[config.mk]
export PLATFORM = sky130hd
export DESIGN_NAME = fetch_stage
export DESIGN_NICKNAME = d
export VERILOG_FILES = /design/src/rtl/cpu_pkg.sv /design/src/rtl/fetch_stage_if_id_reg.sv /design/src/rtl/fetch_stage.sv
export SDC_FILE = /design/constraint.sdc
export NUM_CORES = 1
export LEC_CHECK = 0
export CAP_MARGIN = 40
export CORE_ASPECT_RATIO = 1.25
export CORE_MARGIN = 3
export CORE_UTILIZATION = 43
export DETAILED_ROUTE_END_ITERATION = 12
export GPL_TIMING_DRIVEN = 0
export HOLD_SLACK_MARGIN = 0.15
export PLACE_DENSITY = 0.74
export SLEW_MARGIN = 20
export SYNTH_ARGS = -nofsm -noshare
export SYNTH_HDL_FRONTEND = slang
export SYNTH_SLANG_ARGS = --single-unit
[constraint.sdc]
create_clock -name clk -period 4.5 [get_ports clk]
set_input_delay 0.45 -clock clk [delete_from_list [all_inputs] [get_ports clk]]
set_output_delay 0.45 -clock clk [all_outputs]
set_load 0.03 [all_outputs]
[src/rtl/cpu_pkg.sv]
// Shared core package: opcode constants, IF/ID bundle type
// and small predecode helpers used by the fetch stage.
package cpu_pkg;

  localparam logic [5:0]  OP_J      = 6'b000010;
  localparam logic [31:0] NOP_INSTR = 32'h0;

  localparam int OP_MSB  = 31;
  localparam int OP_LSB  = 26;
  localparam int IDX_MSB = 25;

  localparam logic [1:0] ST_RUN   = 2'd0;
  localparam logic [1:0] ST_HOLD  = 2'd1;
  localparam logic [1:0] ST_FLUSH = 2'd2;

  typedef struct packed {
    logic [31:0] instr;
    logic [31:0] pc;
    logic [31:0] pcplus1;
    logic        valid;
  } if_id_t;

  function automatic logic is_j(
    input logic [31:0] w
  );
    return w[OP_MSB:OP_LSB] == OP_J;
  endfunction

  // Word-addressed j: keep the top 6 PC bits, splice the index.
  function automatic logic [31:0] j_target(
    input logic [31:0] pc,
    input logic [31:0] w
  );
    return {pc[31:26], w[IDX_MSB:0]};
  endfunction

endpackage

[src/rtl/fetch_stage_if_id_reg.sv]
// IF/ID pipeline register: flush beats load, load beats hold.
// Ports: clk, reset, flush, load, d (next bundle), q (bundle).
module if_id_reg
  import cpu_pkg::*;
(
  input  logic   clk,
  input  logic   reset,
  input  logic   flush,
  input  logic   load,
  input  if_id_t d,
  output if_id_t q
);

  if_id_t empty;

  always_comb begin
    empty         = '0;
    empty.instr   = NOP_INSTR;
    empty.pc      = 32'h0;
    empty.pcplus1 = 32'h0;
    empty.valid   = 1'b0;
  end

  always_ff @(posedge clk or posedge reset) begin
    if (reset) begin
      q <= empty;
    end else if (flush) begin
      q <= empty;
    end else if (load) begin
      q <= d;
    end
  end

endmodule

[src/rtl/fetch_stage.sv]
// Instruction fetch: PC, next-PC select, j predecode, IF/ID.
// Ports: clk, reset, imem_addr/data, stall_d, redirect_*, IF/ID outs, fetch_count.
module fetch_stage
  import cpu_pkg::*;
#(
  parameter logic [31:0] RESET_PC = 32'h0
) (
  input  logic        clk,
  input  logic        reset,
  output logic [31:0] imem_addr,
  input  logic [31:0] imem_data,
  input  logic        stall_d,
  input  logic        redirect_valid,
  input  logic [31:0] redirect_pc,
  output logic [31:0] instr_d,
  output logic [31:0] pc_d,
  output logic [31:0] pcplus1_d,
  output logic        valid_d,
  output logic [31:0] fetch_count
);

  logic [31:0] pc_f;
  logic [31:0] pc_inc;
  logic [31:0] pc_next;
  logic [31:0] jtgt;
  logic        jmp;
  logic [1:0]  mode;
  logic        ld;
  logic        fl;
  logic [31:0] cnt;
  if_id_t      fd;
  if_id_t      dq;

  assign imem_addr = pc_f;
  assign pc_inc    = pc_f + 32'd1;
  assign jmp       = is_j(imem_data);
  assign jtgt      = j_target(pc_f, imem_data);

  // Redirect outranks stall, so the decode arms are made disjoint.
  always_comb begin
    mode = ST_RUN;
    unique case (1'b1)
      redirect_valid:
        mode = ST_FLUSH;
      stall_d && !redirect_valid:
        mode = ST_HOLD;
      default:
        mode = ST_RUN;
    endcase
  end

  assign ld = (mode == ST_RUN);
  assign fl = (mode == ST_FLUSH);

  always_comb begin
    pc_next = pc_inc;
    unique case (mode)
      ST_FLUSH: pc_next = redirect_pc;
      ST_HOLD:  pc_next = pc_f;
      default:  pc_next = jmp ? jtgt : pc_inc;
    endcase
  end

  always_ff @(posedge clk or posedge reset) begin
    if (reset) begin
      pc_f <= RESET_PC;
    end else begin
      pc_f <= pc_next;
    end
  end

  always_comb begin
    fd         = '0;
    fd.instr   = imem_data;
    fd.pc      = pc_f;
    fd.pcplus1 = pc_inc;
    fd.valid   = 1'b1;
  end

  if_id_reg u_if_id (
    .clk   (clk),
    .reset (reset),
    .flush (fl),
    .load  (ld),
    .d     (fd),
    .q     (dq)
  );

  // Every load delivers a valid word, so load alone counts.
  always_ff @(posedge clk or posedge reset) begin
    if (reset) begin
      cnt <= 32'h0;
    end else if (ld) begin
      cnt <= cnt + 32'd1;
    end
  end

  assign instr_d     = dq.instr;
  assign pc_d        = dq.pc;
  assign pcplus1_d   = dq.pcplus1;
  assign valid_d     = dq.valid;
  assign fetch_count = cnt;

endmodule

# Yosys cells after proc, flatten, opt, wreduce, memory -nomap -nowiden
# Index checks and enable logic that the tools add are counted.
# totals
elab_cells	24
inputBits	68
regBits	161
out_inout_bits	161
# classes
muxes	5
bitwise_logic	1
reduce_logical	5
eq_ne	4
add_sub_neg	2
# op_table
cell	count
97-bit two-way mux	2
32-bit by 1-bit adder with 32-bit output, second input constant	2
32-bit case mux with 2 select lines	1
32-bit two-way mux	1
6-bit by 2-bit equality test with 1-bit output, second input constant	1
2-bit case mux with 2 select lines	1
2-bit by 1-bit equality test with 1-bit output, second input constant	1
2-bit equality test, second input constant	1
2-bit logical NOT	1
2-bit by 1-bit inequality test with 1-bit output, second input constant	1
2-bit AND reduction	1
2-bit nonzero test	1
1-bit logical AND	1
1-bit logical NOT	1
1-bit NOT	1

# Longest topological paths before layout
# logic_depth
depth_word	6
mapped_depth	8
depth_no_buf	6

# Cells and area by module
# From an unflattened synthesis, not the netlist that was laid out.
# hier_totals
cells_unflattened	758
area_unflattened_um2	7888.8
# modules_own_cells
mod	seq_area_each_um2	area_each_um2	instances	cells_each
fetch_stage	1601.5	3963.8	1	444
if_id_reg	2427.3	3925.0	1	314

# Worst setup path after synthesis
# OpenSTA, ideal clock, no wires.
# synth_path
path_kind	register to register
startpoint	register pc_f[0] (netlist: imem_addr[0])
endpoint	register pc_f[28] (netlist: imem_addr[28])
period_less_slack_ns	2.068
required_time_ns	4.375
stages_incl_launch_ff	7
setup_ns	0.125
t_arrival_ns	1.943
setup_slack_ns	2.432
n_path_buf	0
path_cell_list	dfrtp_1 -> ha_1 -> nand3_1 -> nor3_2 -> nand4_1 -> xnor2_1 -> mux2_2
# synth_between
elab_chain_cells	3
# synth_rtl
element	line_no	rtl
start, declared	fetch_stage.sv:22	logic [31:0] pc_f;
start signal, assigned	fetch_stage.sv:68	pc_f <= pc_next;
32-bit by 1-bit adder with 32-bit output	fetch_stage.sv:35	assign pc_inc = pc_f + 32'd1;
32-bit two-way mux	fetch_stage.sv:60	default: pc_next = jmp ? jtgt : pc_inc;
32-bit case mux with 2 select lines	fetch_stage.sv:57	unique case (mode)
# No other way between the ends. The select of a mux whose other input is x is not followed.
# A chain may end at the register's enable or synchronous reset.

# Worst setup path in the final report
# layout_path
startpoint	input imem_data[30]
endpoint	register pc_f[0] (netlist: imem_addr[0])
# layout_between
elab_chain_cells	3
# layout_rtl
element	line_no	rtl
start, declared	fetch_stage.sv:11	input logic [31:0] imem_data,
6-bit by 2-bit equality test with 1-bit output	cpu_pkg.sv:26	return w[OP_MSB:OP_LSB] == OP_J;
32-bit two-way mux	fetch_stage.sv:60	
32-bit case mux with 2 select lines	fetch_stage.sv:57	
# No other way between the ends. The select of a mux whose other input is x is not followed.

==> metrics.txt <==
VDD IR max=~280 uV; CTS buffer count=17; Rows=54; f_max=about 410 MHz; Power Density=378 nW/um2; Synth top area share=52.5%; crit-path leading delay family=buffers and inverters; Main synth FF type=dfrtp_1; die area=between 15000 and 20000 um2; Area contributors post-synth=dfrtp_1, mux2i_1, nor2_1; Bufs on Longest Clock Path=2; Slowest-stage cell, CP=clkdlybuf4s50_1; DR vias/cell=between 5 and 6; Worst EP arrival=about 2.8 ns; H-Tree Level Count=4; # IOs=about 230; DR vias=6924; #FFs+latches synth=between 150 and 200; CP Data Required Time=about 4.8 ns; 1st-iter DRT viols=between 500 and 600; largest net degree at the start of global routing=29; GR Util All Layers=between 20% and 30%; die height=about 160 um; slew of the pin with the lowest slew margin=0.748 ns; # port buffers=226; Post-Syn Area=7670 um2; Post-synth ARST share=100%; Mapped Nets=around 800; Period minus WS final=around 2.4 ns; clk_skew=0.00949 ns; final hold vios=0; # DRC=0; Yosys warning count=0; end of the worst register-to-register path=imem_addr[28]; CP Launch Type=input pin; root buf cell=clkbuf_16; Critical Path Source=imem_data[30]; Max-slew headroom=between 50% and 60%; clock sinks=about 160; FILL cells=1480; initial antenna violation count=2; Finish-stage setup viols=0; Pleak=~0.0048 uW; syn_area_per_cell=around 10 um2; FF-to-FF path depth=6; GRT overflow=0; Starting Density=between 40% and 50%; post-CTS sizing=0; CTS Hold Bufs=0; crit path capture=imem_addr[0]; register-to-register setup slack=2.12 ns; RSZ-0062 raised after global routing=false; Post-synth EDFFs=0; Setup crit end kind=register; leading area contributor after synthesis=dfrtp_1; Netlist cell types=50; area delta synth->final=43.2%; Placer Congestion=around 0.88; Clk Latency, worst-skew pair=around 0.43 ns; final setup TNS=0 ns; Worst path depth=8; TritonCTS clock tree=done; most frequent CP cell=clkbuf_1; DP HPWL=around 19 mm; first-pass iteration count of the detailed router=5; CTS clk-pin slew, worst paths=around 0.06 ns; post-synthesis sequential area ratio=a little over half; vias in the first global route=roughly 6800; outcome=finished, final reports clean; final net count=1064; number of max-cap violations=0; source of the worst register-to-register timing path=imem_addr[0]; worst path bufs/invs=3; Die Span X=125 um; Hold WS=around 0.41 ns; post-route ant nets=0; Core ar.=17500 um2; CP max FO=10; critical-path cell list=clkdlybuf4s50_1 > nor4b_2 > nand2_1 > clkbuf_1 > clkbuf_1 > o21ai_0 > o211ai_1 > o21a_1; drt total wl=~26 mm; Worst Hold Class=in -> async; Post-Synthesis Cells=roughly 740; first-pass GRT wire length=between 30 and 40 mm; postcts setup bufs=0; routed length per instance=20.9 um; layout cells sized above 1=approximately 7.5%; fin crit share=between 50% and 60%; slowest stage delay, CP=roughly 0.44 ns; Final Max Tran Viols=0; Crit Path Class=in -> reg
==> cells in the mapped netlist, types with 2 or more instances <==
| cell type | count |
|---|---|
| o21a_1 | 3 |
| xnor2_1 | 39 |
| nand2_1 | 69 |
| o211a_1 | 3 |
| a211o_1 | 2 |
| buf_2 | 13 |
| a21oi_1 | 26 |
| a221o_1 | 2 |
| inv_1 | 5 |
| mux2i_1 | 56 |
| or3_1 | 3 |
| nor3_1 | 4 |
| mux2_2 | 6 |
| buf_1 | 2 |
| o22ai_1 | 3 |
| nor2b_1 | 11 |
| a31oi_1 | 5 |
| and4_1 | 10 |
| a211oi_1 | 19 |
| nor2_1 | 105 |
| xor2_1 | 25 |
| and2_1 | 7 |
| o211ai_1 | 4 |
| clkbuf_1 | 33 |
| nand3_1 | 25 |
| buf_4 | 3 |
| ha_1 | 2 |
| nand4_2 | 4 |
| a211oi_2 | 2 |
| o21ai_0 | 21 |
| nand4_1 | 20 |
| and3_1 | 11 |
| dfrtp_1 | 161 |
| a22oi_1 | 13 |
| o221ai_1 | 11 |
==> power breakdown <==
part | leakage (uW) | switching, uW | total (uW) | internal (uW)
logic | 0.00235 | 534 | 918 | 384
clock network | 0.000301 | 581 | 1550 | 966
registers | 0.00211 | 128 | 1690 | 1560
==> how the worst min path moves through the flow <==
stage                         start  depth (start not counted)         endpoint  slack [ns]
finish                        reset                          2  fetch_count[29]        0.41
global route                  reset                          2  fetch_count[29]        0.45
CTS                           reset                          2  fetch_count[29]        0.42
detailed placement  fetch_count[31]                          1  fetch_count[31]        0.47
global placement    fetch_count[31]                          1  fetch_count[31]        0.46
floorplan            redirect_pc[0]                          1     imem_addr[0]        0.57
==> placed cells by master, fill, tap and decap left out, types with 5 or more instances in the layout <==
cell,count
clkdlybuf4s50_1,226
dfrtp_1,161
nor2_1,105
nand2_1,69
mux2i_1,56
xnor2_1,39
clkbuf_1,34
a21oi_1,26
xor2_1,25
nand3_1,25
o21ai_0,21
nand4_1,20
a211oi_1,19
clkbuf_16,17
buf_2,13
a22oi_1,13
nor2b_1,11
and3_1,11
o221ai_1,11
and4_1,10
and2_1,7
mux2_2,6
a31oi_1,5
==> routing by layer <==
| metal | track usage (%) | routed length, um |
|---|---|---|
| met5 | 0 | 0 |
| met4 | 9.71 | 869 |
| met3 | 6.80 | 1990 |
| met2 | 44.3 | 12800 |
| met1 | 33.3 | 10100 |
==> area by class of cell <==
cell class	count	area, um2	share of cell area, %
diodes	2	5.00	0.0456
plain buffers	52	230	2.10
clock buffers	21	470	4.28
clock inverters	10	158	1.44
inverters	7	30.0	0.273
multi-input cells	523	3390	30.8
flip-flops and latches	161	4030	36.7
well taps	224	280	2.55
repair buffers	232	2400	21.8
==> cells by family (layout without fill, tap and decap cells) <==
| kind of cell | Yosys count | count (layout) | synth area share [%] |
|---|---|---|---|
| buf+inv | 59 | 322 | 3.34 |
| xor+xnor | 64 | 64 | 7.31 |
| flops | 161 | 161 | 52.5 |
| other cells | 0 | 2 | 0 |
| fa+ha+maj | 2 | 2 | 0.326 |
| compound gates | 119 | 119 | 10.6 |
| simple gates | 276 | 276 | 17.7 |
| mux | 62 | 62 | 8.19 |
==> through the flow <==
step	cells	area, um2	util, %	setup slack, ns	total power [uW]
6_report	1232	11000	62.8	2.07	4150
2_1_floorplan	743	7670	-	2.01	2190
4_1_cts	1230	11000	62.7	2.12	4160
3_5_place_dp	1199	10400	59.2	1.67	2620
3_3_place_gp	1193	10200	58.4	0.554	2590
5_1_grt	1232	11000	62.8	1.95	4300
==> registers in the layout, summed over array words and instances, names as in the netlist <==
signal       count
u_if_id.q       97
fetch_count     32
imem_addr       32
(Power assumes the default switching activity.)
